`config.mk`:
```
export PLATFORM = sky130hd
export DESIGN_NAME = program_sequencer_stk
export DESIGN_NICKNAME = d
export VERILOG_FILES = /design/src/rtl/program_sequencer_stk.sv
export SDC_FILE = /design/constraint.sdc
export NUM_CORES = 1
export LEC_CHECK = 0
export CORE_MARGIN = 2
export CORE_UTILIZATION = 30
export DETAILED_ROUTE_END_ITERATION = 10
export MAX_ROUTING_LAYER = met4
export PLACE_DENSITY = 0.51
export SETUP_SLACK_MARGIN = 0.3
export SYNTH_ARGS = -nofsm -noshare
export SYNTH_HDL_FRONTEND = slang
export SYNTH_SLANG_ARGS = --single-unit
```
`constraint.sdc`:
```
create_clock -name clk -period 2.7 [get_ports clk]
set_clock_uncertainty 0.15 [all_clocks]
set_input_delay 0.675 -clock clk [delete_from_list [all_inputs] [get_ports clk]]
set_output_delay 0.675 -clock clk [all_outputs]
set_load 0.01 [all_outputs]
```
`src/rtl/program_sequencer_stk.sv`:
```
// Program sequencer: generates the next program-memory address each cycle with
// sequential fetch, jumps, hardware call/return via a LIFO return stack, and fetch hold.
module program_sequencer_stk #(
    parameter int              PC_W         = 8,
    parameter int              STACK_DEPTH  = 4,
    parameter logic [PC_W-1:0] RESET_VECTOR = '0,
    localparam int             SP_W         = $clog2(STACK_DEPTH + 1)
) (
    input  logic            clk,
    input  logic            sync_reset,
    input  logic            jmp,
    input  logic            jmp_nz,
    input  logic            dont_jmp,
    input  logic            call,
    input  logic            ret,
    input  logic            hold,
    input  logic [PC_W-1:0] target,
    output logic [PC_W-1:0] pm_addr,
    output logic [PC_W-1:0] pc,
    output logic [SP_W-1:0] sp,
    output logic            stack_overflow,
    output logic            stack_underflow
);

    localparam int IDX_W = (STACK_DEPTH > 1) ? $clog2(STACK_DEPTH) : 1;

    logic [PC_W-1:0]  pc_q, pc_d;
    logic [SP_W-1:0]  sp_q, sp_d;
    logic             ovf_q, ovf_d;
    logic             unf_q, unf_d;
    logic [PC_W-1:0]  stack_q [STACK_DEPTH];

    logic [PC_W-1:0]  pc_inc;
    logic             push_en;
    logic [IDX_W-1:0] rd_idx;
    logic [IDX_W-1:0] wr_idx;

    // Strobes are evaluated strictly by priority; a lower-priority strobe
    // asserted with a higher one has no side effects at all.
    always_comb begin
        pc_inc  = pc_q + PC_W'(1);
        rd_idx  = IDX_W'(sp_q - SP_W'(1));
        wr_idx  = IDX_W'(sp_q);
        pc_d    = pc_inc;
        sp_d    = sp_q;
        ovf_d   = ovf_q;
        unf_d   = unf_q;
        push_en = 1'b0;

        if (sync_reset) begin
            pc_d  = RESET_VECTOR;
            sp_d  = '0;
            ovf_d = 1'b0;
            unf_d = 1'b0;
        end else if (hold) begin
            pc_d = pc_q;
        end else if (ret) begin
            if (sp_q != '0) begin
                pc_d = stack_q[rd_idx];
                sp_d = sp_q - SP_W'(1);
            end else begin
                unf_d = 1'b1;
            end
        end else if (call) begin
            pc_d = target;
            if (sp_q < SP_W'(STACK_DEPTH)) begin
                push_en = 1'b1;
                sp_d    = sp_q + SP_W'(1);
            end else begin
                ovf_d = 1'b1;
            end
        end else if (jmp || (jmp_nz && !dont_jmp)) begin
            pc_d = target;
        end
    end

    always_ff @(posedge clk) begin
        if (sync_reset) begin
            pc_q  <= RESET_VECTOR;
            sp_q  <= '0;
            ovf_q <= 1'b0;
            unf_q <= 1'b0;
        end else begin
            pc_q  <= pc_d;
            sp_q  <= sp_d;
            ovf_q <= ovf_d;
            unf_q <= unf_d;
        end
    end

    // Return-address storage is intentionally left unreset.
    always_ff @(posedge clk) begin
        if (push_en) begin
            stack_q[wr_idx] <= pc_inc;
        end
    end

    assign pm_addr         = pc_d;
    assign pc              = pc_q;
    assign sp              = sp_q;
    assign stack_overflow  = ovf_q;
    assign stack_underflow = unf_q;

endmodule

```
### Word level (Yosys, flattened, before mapping)

Memory sizes are Yosys's and may differ from the RTL's.
Cells that the tools add are included.

| word-level totals | value |
|---|---|
| logic and storage cells | 40 |
| input port bits | 16 |
| register bits after elaboration | 13 |
| output and inout port bits | 21 |
| memory bits (read-only) | 0 |
| memories kept | 1 |
| RAM bits | 32 |
| latch bits | 0 |

| cells by class | value |
|---|---|
| bitwise logic cells | 4 |
| multipliers | 0 |
| reductions and logical operators | 9 |
| equal/unequal tests | 1 |
| shift operators | 0 |
| $add $sub $neg | 3 |
| multiplexer cells | 17 |
| magnitude comparators | 1 |
| div/mod/pow operators | 0 |

Memories:

| memory | words | width | read ports | clocked after memory_dff | wr ports | RTL line | text |
|---|---|---|---|---|---|---|---|
| stack_q | 4 | 8 | 1 | 0 | 1 | 31 | `logic [PC_W-1:0] stack_q [STACK_DEPTH];` |

Operators by type and width:

| kind | count |
|---|---|
| $mux 8 | 6 |
| $mux 3 | 4 |
| $add 8x1->8 const B | 1 |
| $reduce_and 4->1 | 2 |
| $mux 1 | 7 |
| $not 1->1 | 4 |
| $reduce_bool 2->1 | 2 |
| $add 3x1->3 const B | 1 |
| $lt 3x3->1 const B | 1 |
| $reduce_and 3->1 | 1 |
| $reduce_bool 3->1 | 1 |
| $sub 3x1->3 const B | 1 |
| $ne 2x1->1 const B | 1 |
| $logic_and 1x1->1 | 1 |
| $logic_not 1->1 | 1 |
| $logic_or 1x1->1 | 1 |

### Longest topological paths before layout

Gate-level depths: netlist of the first run.

| logic depth | value |
|---|---|
| depth after elaboration | 8 |
| mapped depth | 8 |
| gate-level depth less buffers | 7 |

### Least setup slack after synthesis of the first run

Ideal clock, no wire load.

| timing path | value |
|---|---|
| path kind | register to output |
| from | register sp_q[0], in the netlist sp[0] |
| to | output pm_addr[0] |
| cell stages (with the launch flop) | 9 |
| path buffers | 2 |
| data required time | 1.875 ns |
| data arrival time | 1.958 ns |
| slack | -0.083 ns |
| cell sequence | dfxtp_1 buf_6 inv_1 ha_1 clkbuf_2 mux4_2 nand3_1 o21a_1 a221oi_1 |

| on the way | value |
|---|---|
| word-level cells in the longest chain between the ends | 6 |
| elaborated cells on any way between the ends | 7 |
| classes of those cells | add/sub (1); mux (4); reduce/logical (1); memory (1) |

RTL lines:

| element | RTL line | text |
|---|---|---|
| start: declaration | 28 | `logic [SP_W-1:0] sp_q, sp_d;` |
| start signal: assignment | 85 | `sp_q <= sp_d;` |
| $sub 3x1->3 | n/a |  |
| $mem_v2 4x8 | n/a |  |
| $mux 8 (*) | 58 | `if (sp_q != '0) begin` |
| $mux 8 (*) | 57 | `end else if (ret) begin` |
| $mux 8 (*) | 55 | `end else if (hold) begin` |
| $mux 8 (*) | 50 | `if (sync_reset) begin` |
| end: declaration | 18 | `output logic [PC_W-1:0] pm_addr,` |

Every way passes the cells marked *; elsewhere a longest branch is shown, timed or not.

### Worst setup path after layout of the first run

| timing path | value |
|---|---|
| from | register sp_q[0], in the netlist sp[0] |
| to | output pm_addr[5] |

The elaborated chain is that of the path after synthesis.

==> flow_metrics.tcl, run 1 <==
set metrics [dict create \
    tightest_slew_ns 0.345 \
    worstPathRequired_ns 1.88 \
    grt_overflow 0 \
    numCtsBuffers 5 \
    power_mw 1.88 \
    slew_headroom_pct 76.9 \
    maxCapViolCount 0 \
    path_cells "inv_8 > ha_4 > buf_8 > mux4_2 > or2_1 > o311ai_2 > nand2_1 > buf_2" \
    syn_avg_cell_area_um2 12.6 \
    synth_top_area_share_pct 44.2 \
    swShare_pct 27.1 \
    period_share_pct 105 \
    ys_seq_elements 45 \
    hold_viol_final 0 \
    power_frac_seq_pct 42.0 \
    io-pin-count 37 \
    hold_path.class "reg -> reg" \
    viasPerCell 4.66 \
    clk_path_buf_depth 2 \
    die_x_um 89.2 \
    dp_hpwl_mm 4.11 \
    postRouteAntennaNets 0 \
    finalWorstSetupSlack_ns -0.130 \
    finalNetCount 301 \
    most-common-layout-cells "57 x buf_4, 32 x edfxtp_1, 21 x clkdlybuf4s50_1" \
    grt_usage_pct 15.7 \
    ys_seq_area_share_pct 56.1 \
    io_buffers 36 \
    final_max_slew_viol_count 0 \
    cts_sinks 45 \
    cts_root_buffer "clkbuf_8" \
    min_period_ns 2.83 \
    first_iter_violations 72 \
    worst_ep_arrival_time_ns 2.01 \
    drive_above_1_share_pct 48.2 \
    area_growth_pct 59.5 \
    vias 1765 \
    status "complete, but fails checks" \
    peakVddDrop_mv 0.277 \
    grt_pass1_vias 1757 \
    slowest_stage "dfxtp_4" \
    tns_ns -0.716 \
    cts_tree "built" \
    yosys_warnings 0 \
    ys.flop_type "edfxtp_1" \
    fin_hold_ws_ns 0.339 \
    cp_slowest_stage_delay_ns 0.40 \
    p_per_area_nw_per_um2 543 \
    rows 31 \
    critical_path_class "reg -> out" \
    power_leakage_nw 1.35 \
    place_congestion 0.796 \
    setup_viol 8 \
    clkPwrFrac_pct 28.3 \
    path_clk_slew_ns 0.09 \
    mostFrequentLayoutCell "buf_4" \
    rsz0062_at_grt "yes" \
    grt_max_degree 17 \
    power.share.combinational_pct 29.7 \
    synth_area_leaders "edfxtp_1 44%, dfxtp_1 12%, mux4_2 8.3%" \
    synth_cells 173 \
    power.switching_uw 510 \
    clock_latency_ns 0.30 \
    synth_edf_count 32 \
    crit_fanout 7 \
    async_flop_share_pct 0 \
    num_antenna_cells 0 \
    syn-num-nets 195 \
    max_freq_mhz 353 \
    critPathLaunchType "flop" \
    violations "setup timing" \
    synth_top_cell_by_area "edfxtp_1" \
    htreeDepth 2 \
    hold_buffers 0 \
    dieArea_um2 7950 \
    antenna_found_initial 0 \
    initial_core_util_pct 30.5 \
    drt-total-wl_mm 5.66 \
    die_y_um 89.2 \
    mappedNetlistArea_um2 2180 \
    fillers 694 \
    post_drt_wl_per_cell_um 14.9 \
    ys_types 49 \
    regArea_um2 1230 \
    grt_pass1_wl_mm 8.88 \
    multi_input_area_um2 1040 \
    cp-end-kind "output pin" \
    drc_errors 0 \
    intPower_mw 1.37 \
    core_area_um2 7140 \
    drt-pass1-iter-count 4 \
]
kinds of logic after synthesis:
| family | after synthesis | share of synthesized area, % |
|---|---|---|
| DFF | 45 | 56.1 |
| adders and majority gates | 6 | 3.45 |
| and+or+nand+nor | 57 | 13.5 |
| buffers and inverters | 12 | 2.59 |
| muxes | 10 | 9.26 |
| AOI/OAI and AO/OA | 35 | 11.6 |
| xor gates and xnor gates | 8 | 3.57 |
cell usage after synthesis, drive strengths merged (2+ instances only):
cell,instances
inv,5
nor2b,2
xor2,2
dfxtp,13
o31a,4
edfxtp,32
a211oi,2
mux4,8
nand2b,2
buf,3
nor2,18
nand3,7
and2,5
a221oi,2
a31oi,3
o21ai,7
clkbuf,4
ha,6
nor3,2
or2,2
nand2,12
a311oi,2
a2bb2oi,2
o21a,3
a21oi,5
xnor2,6
what timing repair did:
| item | in CTS | in global routing |
|---|---|---|
| cloned | 0 | 0 |
| gates resized for setup | 71 | 10 |
| pin swaps | 16 | 6 |
| setup endpoints to repair | 40 | 8 |
| setup buffers | 15 | 2 |
flip-flops by register name, indices dropped and copies added, names as in the netlist:
name and flops:
stack_q 32, pc 8, sp 3, stack_overflow 1
stack_underflow 1
critical path, delay by kind of cell, from the launching register on:
family          cells  cell delay [ns]
buf+inv             3             0.30
compound gates      1             0.08
simple gates        2             0.33
mux                 1             0.31
fa+ha+maj           1             0.28
flops               1             0.40
per-stage QoR:
| step | util, % | setup slack, ns | cells | cell area, um2 |
|---|---|---|---|---|
| 2_1_floorplan | - | 0.220 | 173 | 2270 |
| 3_3_place_gp | 44.2 | -0.709 | 354 | 3160 |
| 3_5_place_dp | 44.2 | -0.729 | 354 | 3160 |
| 4_1_cts | 48.0 | -0.175 | 377 | 3430 |
| 5_1_grt | 48.6 | -0.210 | 379 | 3470 |
| 6_report | 48.6 | -0.130 | 379 | 3470 |
per-layer routing:
metal	GRT usage, %	vias to the layer above	part of all wire [%]
li1	-	866	-
met1	20.1	846	45
met2	25.5	48	49
met3	3.69	5	4.6
met4	3.80	0	0.83
met5	-	-	0
area by class of cell:
cell class / count / share of cell area, %
Sequential cell: 45 / 35.4
Multi-Input combinational cell: 116 / 30.0
Timing Repair Buffer: 106 / 26.9
Tap cell: 99 / 3.57
Clock buffer: 5 / 1.98
Clock inverter: 3 / 1.37
Inverter: 5 / 0.757
power groups by stage:
stage	clock [mW]	sequential [mW]	combinational [mW]
2_1_floorplan	0	0.816	0.225
3_3_place_gp	0	0.806	0.490
3_5_place_dp	0	0.806	0.489
4_1_cts	0.551	0.791	0.543
5_1_grt	0.567	0.795	0.607
6_report	0.533	0.791	0.559
final timing paths:
path / end / cells past startpoint / slack (ns) / startpoint
min reg2reg: stack_underflow / 2 / 0.34 / stack_underflow
min: stack_underflow / 2 / 0.34 / stack_underflow
max: pm_addr[5] / 8 / -0.13 / sp[0]
max reg2reg: pc[4] / 10 / 0.54 / sp[0]
No activity file was read; power rests on OpenSTA's default activity.
==> run 2, diff against run 1 <==
--- a/config.mk
+++ b/config.mk
@@ -10,7 +10,6 @@
 export DETAILED_ROUTE_END_ITERATION = 10
 export MAX_ROUTING_LAYER = met4
 export PLACE_DENSITY = 0.51
-export SETUP_SLACK_MARGIN = 0.3
 export SYNTH_ARGS = -nofsm -noshare
 export SYNTH_HDL_FRONTEND = slang
 export SYNTH_SLANG_ARGS = --single-unit
==> run 2 against run 1 <==
The flow still finishes with violations (setup timing). Count of clock-buffer cells in the layout unchanged. Sequential share of layout area increased by 1.5 points. Critical path depth is 1 lower. Total power decreased by 7.6%. Fmax up 1.2%. Worst hold slack got worse by 0.0069 ns. Via count fell by 2.8%. Non-clock buffer count fell by 9. Die area did not move. Worst setup slack better by 0.033 ns. Critical path type unchanged. Largest cell class unchanged. Highest routed layer unchanged.
==> flow_metrics.tcl, run 2 (synthesis gave the netlist of run 1 again) <==
set metrics [dict create \
    status "complete, but fails checks" \
    violations "setup timing" \
    hold_buffers 0 \
    slowest_stage "dfxtp_2" \
    hold_viol_final 0 \
    power_mw 1.74 \
    p_per_area_nw_per_um2 524 \
    drive_above_1_share_pct 45.8 \
    num_antenna_cells 0 \
    critPathTopFamily "flip-flops" \
    top_register "stack_q" \
    grt_pass1_wl_mm 8.38 \
    ff2ff_setup_slack_ns 0.36 \
    viasPerCell 4.64 \
    dieArea_um2 7950 \
    power_leakage_nw 1.29 \
    slew_headroom_pct 81.8 \
    io-pin-count 37 \
    r2r_cells 15 \
    area_growth_pct 52.6 \
    cp_slowest_stage_delay_ns 0.36 \
    crit_fanout 8 \
    min_from "stack_underflow" \
    use_met2_pct 23.8 \
    antenna_found_initial 0 \
    post-route-util_pct 46.5 \
    min_to "stack_underflow" \
    drt-total-wl_mm 5.42 \
    grt_usage_pct 14.6 \
    dp_hpwl_mm 3.85 \
    path_clk_slew_ns 0.10 \
    period_share_pct 104 \
    initial_core_util_pct 30.5 \
    critPathLaunchType "flop" \
    rsz0062_at_grt "yes" \
    postRouteAntennaNets 0 \
    numCtsBuffers 5 \
    fillers 675 \
    io_buffers 36 \
    worstPathRequired_ns 1.88 \
    cts_sinks 45 \
    post_drt_wl_per_cell_um 14.7 \
    core_area_um2 7140 \
    cp-end-kind "output pin" \
    die_y_um 89.2 \
    reg2reg_to "pc[4]" \
    drc_errors 0 \
    worst_ep_arrival_time_ns 1.97 \
    multi_input_area_um2 1020 \
    path_cells "inv_2 > ha_4 > mux4_2 > and4b_1 > a21oi_2 > a31oi_1 > buf_2" \
    grt_util_met1_pct 18.5 \
    cts_tree "built" \
    regArea_um2 1220 \
    place_inst 349 \
    rows 31 \
    final_max_slew_viol_count 0 \
    mostFrequentLayoutCell "buf_4" \
    min_period_ns 2.80 \
    grt_pass1_vias 1720 \
    setup_viol 5 \
    tightest_slew_ns 0.271 \
    hold_depth 2 \
    first_iter_violations 73 \
    peakVddDrop_mv 0.237 \
    most-common-layout-cells "52 x buf_4, 32 x edfxtp_1, 21 x clkdlybuf4s50_1" \
    grt_use_met3_pct 2.77 \
    max_freq_mhz 357 \
    fin_cells 370 \
    tns_ns -0.276 \
    grt_overflow 0 \
    clock_latency_ns 0.30 \
    reg2reg_from "sp[1]" \
    grt_max_degree 18 \
    grt_busiest_layer "met2" \
    largest_reg_flops 32 \
    die_x_um 89.2 \
    htreeDepth 2 \
    crit_cells 7 \
    finalNetCount 292 \
    vias 1715 \
    maxCapViolCount 0 \
    fin_hold_ws_ns 0.332 \
    finalWorstSetupSlack_ns -0.0975 \
    place_congestion 0.784 \
    clk_path_buf_depth 2 \
    cp_num_buf_inv 2 \
    hold_path.class "reg -> reg" \
    drt-pass1-iter-count 4 \
    cts_root_buffer "clkbuf_8" \
    critical_path_class "reg -> out" \
]
[run 2: cell types whose count changed in the layout (fill, tap and decap cells not counted), moves of 2 or more]
cell / previous run / this run
dlygate4sd2_1: 4 / 1
xnor2_2: 0 / 2
clkbuf_2: 0 / 2
xnor2_1: 6 / 4
buf_4: 57 / 52
a31oi_1: 1 / 3
[run 2: per-layer routing]
| layer | vias to the layer above | share of wire [%] |
|---|---|---|
| met1 | 817 | 47 |
| met3 | 7 | 3.2 |
| li1 | 852 | - |
| met5 | - | 0 |
| met2 | 39 | 48 |
| met4 | 0 | 1.3 |
[run 2: what timing repair did]
item                       4_1_cts  5_1_grt
pin swaps                       14        6
gates resized for setup         75       13
gates cloned                     0        0
buffers inserted                11        3
setup endpoints to repair        8        8
[run 2: layout make-up]
type                       instances  share of cell area [%]
sequential                        45                    36.9
multi-input combinational        116                    30.6
timing repair buffer              97                    25.2
tap                               99                    3.73
clock buffer                       5                    2.07
clock inverter                     3                   0.867
inverter                           5                   0.565
[run 2: where the power goes]
part / switching, mW / internal [mW]
Combinational: 0.216 / 0.276
Sequential: 0.0185 / 0.771
Clock: 0.263 / 0.196
Total: 0.497 / 1.24
[run 2: worst max path at each step]
| stage | from | endpoint | slack [ns] |
|---|---|---|---|
| floorplan | sp[0] | pm_addr[4] | 0.05 |
| global route | sp[1] | pm_addr[0] | -0.16 |
| CTS | sp[0] | pm_addr[4] | -0.11 |
| global placement | call | pm_addr[2] | -0.77 |
| detailed placement | call | pm_addr[2] | -0.78 |
| finish | sp[0] | pm_addr[4] | -0.1 |
[run 2: per-stage QoR]
stage | setup WS (ns) | area (um2)
2_1_floorplan | 0.0489 | 2180
3_3_place_gp | -0.768 | 3050
3_5_place_dp | -0.784 | 3050
4_1_cts | -0.108 | 3270
5_1_grt | -0.160 | 3320
6_report | -0.0975 | 3320
[run 2: worst min-delay path, cell delays in order, from the launching register on]
cell     delay [ns]
dfxtp_1        0.35
nor2_1         0.05
nor2_1         0.06
==> run 3, diff against run 2 <==
--- a/config.mk
+++ b/config.mk
@@ -8,7 +8,6 @@
 export CORE_MARGIN = 2
 export CORE_UTILIZATION = 30
 export DETAILED_ROUTE_END_ITERATION = 10
-export MAX_ROUTING_LAYER = met4
 export PLACE_DENSITY = 0.51
 export SYNTH_ARGS = -nofsm -noshare
 export SYNTH_HDL_FRONTEND = slang
==> run 3 against run 2 <==
The flow still finishes with violations (setup timing). Global-route usage fell by 0.44 points. Total power about the same. Clock power about the same. Via count is the same. Worst hold slack hardly changed. Critical endpoint unchanged.
==> flow_metrics.tcl, run 3 (synthesis gave the netlist of run 1 again) <==
set metrics [dict create \
    grt_pass1_vias 1725 \
    cts_root_buffer "clkbuf_8" \
    reg2reg_from "sp[1]" \
    cp_slowest_stage_delay_ns 0.36 \
    post-route-util_pct 46.5 \
    first_iter_violations 82 \
    finalWorstSetupSlack_ns -0.0975 \
    final_max_slew_viol_count 0 \
    io_buffers 36 \
    critPathLaunchType "flop" \
    power_leakage_nw 1.29 \
    numCtsBuffers 5 \
    post_drt_wl_per_cell_um 14.6 \
    p_per_area_nw_per_um2 524 \
    drt-pass1-iter-count 4 \
    area_growth_pct 52.6 \
    vias 1715 \
    dp_hpwl_mm 3.85 \
    drive_above_1_share_pct 45.8 \
    min_from "stack_underflow" \
    path_cells "inv_2 > ha_4 > mux4_2 > and4b_1 > a21oi_2 > a31oi_1 > buf_2" \
    initial_core_util_pct 30.5 \
    most-common-layout-cells "52 x buf_4, 32 x edfxtp_1, 21 x clkdlybuf4s50_1" \
    r2r_cells 15 \
    postRouteAntennaNets 0 \
    tightest_slew_ns 0.276 \
    period_share_pct 104 \
    clock_latency_ns 0.30 \
    antenna_found_initial 0 \
    drc_errors 0 \
    top_register "stack_q" \
    cts_sinks 45 \
    finalNetCount 292 \
    critical_path_class "reg -> out" \
    peakVddDrop_mv 0.237 \
    hold_depth 2 \
    fillers 675 \
    status "complete, but fails checks" \
    hold_viol_final 0 \
    maxCapViolCount 0 \
    grt_usage_pct 14.2 \
    die_y_um 89.2 \
    mostFrequentLayoutCell "buf_4" \
    core_area_um2 7140 \
    die_x_um 89.2 \
    ff2ff_setup_slack_ns 0.36 \
    viasPerCell 4.64 \
    setup_viol 5 \
    drt-total-wl_mm 5.41 \
    worstPathRequired_ns 1.88 \
    clk_path_buf_depth 2 \
    htreeDepth 2 \
    grt_max_degree 18 \
    power_mw 1.74 \
    dieArea_um2 7950 \
    rsz0062_at_grt "yes" \
    path_clk_slew_ns 0.10 \
    grt_overflow 0 \
    largest_reg_flops 32 \
    violations "setup timing" \
    cts_tree "built" \
    num_antenna_cells 0 \
    slowest_stage "dfxtp_2" \
    max_freq_mhz 357 \
    hold_path.class "reg -> reg" \
    min_to "stack_underflow" \
    min_period_ns 2.80 \
    worst_ep_arrival_time_ns 1.97 \
    hold_buffers 0 \
    rows 31 \
    fin_hold_ws_ns 0.332 \
    reg2reg_to "pc[4]" \
    crit_fanout 8 \
    slew_headroom_pct 81.5 \
    cp-end-kind "output pin" \
    place_congestion 0.773 \
    io-pin-count 37 \
    grt_pass1_wl_mm 8.38 \
]
[run 3: worst max-delay path by stage]
stage	start	to	slack, ns	cells past startpoint
after floorplan	sp[0]	pm_addr[4]	0.05	8
after CTS	sp[0]	pm_addr[4]	-0.11	6
after global routing	sp[1]	pm_addr[0]	-0.16	9
after global placement	call	pm_addr[2]	-0.77	7
final	sp[0]	pm_addr[4]	-0.1	7
after detailed placement	call	pm_addr[2]	-0.78	7
[run 3: power by group]
group          switching (mW)  internal, mW  total, mW  leakage (nW)
registers              0.0184         0.771      0.790         0.400
clock network           0.262         0.196      0.458        0.0511
logic                   0.215         0.276      0.491         0.834
[run 3: metal layers]
layer | wire (um) | vias up | global-route usage [%]
li1 | - | 851 | -
met1 | 2530 | 816 | 18.4
met2 | 2610 | 40 | 23.9
met3 | 178 | 8 | 2.77
met4 | 89 | 0 | 4.48
met5 | 0 | - | 0
[run 3: area by class of cell]
class	count	area (um2)	area share [%]
flip-flops and latches	45	1220	36.9
multi-input cells	116	1020	30.6
repair buffers	97	838	25.2
well taps	99	124	3.73
clock buffers	5	68.8	2.07
clock inverters	3	28.8	0.867
inverters	5	18.8	0.565
[run 3: timing repair]
action | CTS | global route
buffers inserted | 11 | 3
setup endpoints to repair | 8 | 8
pin swaps | 14 | 6
gates resized for setup | 75 | 13
[run 3: worst max-delay path, delay by kind of cell, from the launching register on]
family                   cells  cell delay, ns
AO/OA/AOI/OAI                2            0.22
adder cells (fa/ha/maj)      1            0.33
buffers and inverters        2            0.20
flip-flops                   1            0.36
multiplexers                 1            0.33
AND/OR/NAND/NOR              1            0.23
[run 3: per-stage QoR]
stage               worst slack [ns]  area [um2]  setup TNS, ns  std cells
CTS                           -0.108        3270         -0.482        367
finish                       -0.0975        3320         -0.268        370
detailed placement            -0.784        3050          -9.24        349
global route                  -0.160        3320         -0.767        370
global placement              -0.768        3050          -9.77        349
floorplan                     0.0489        2180              0        173
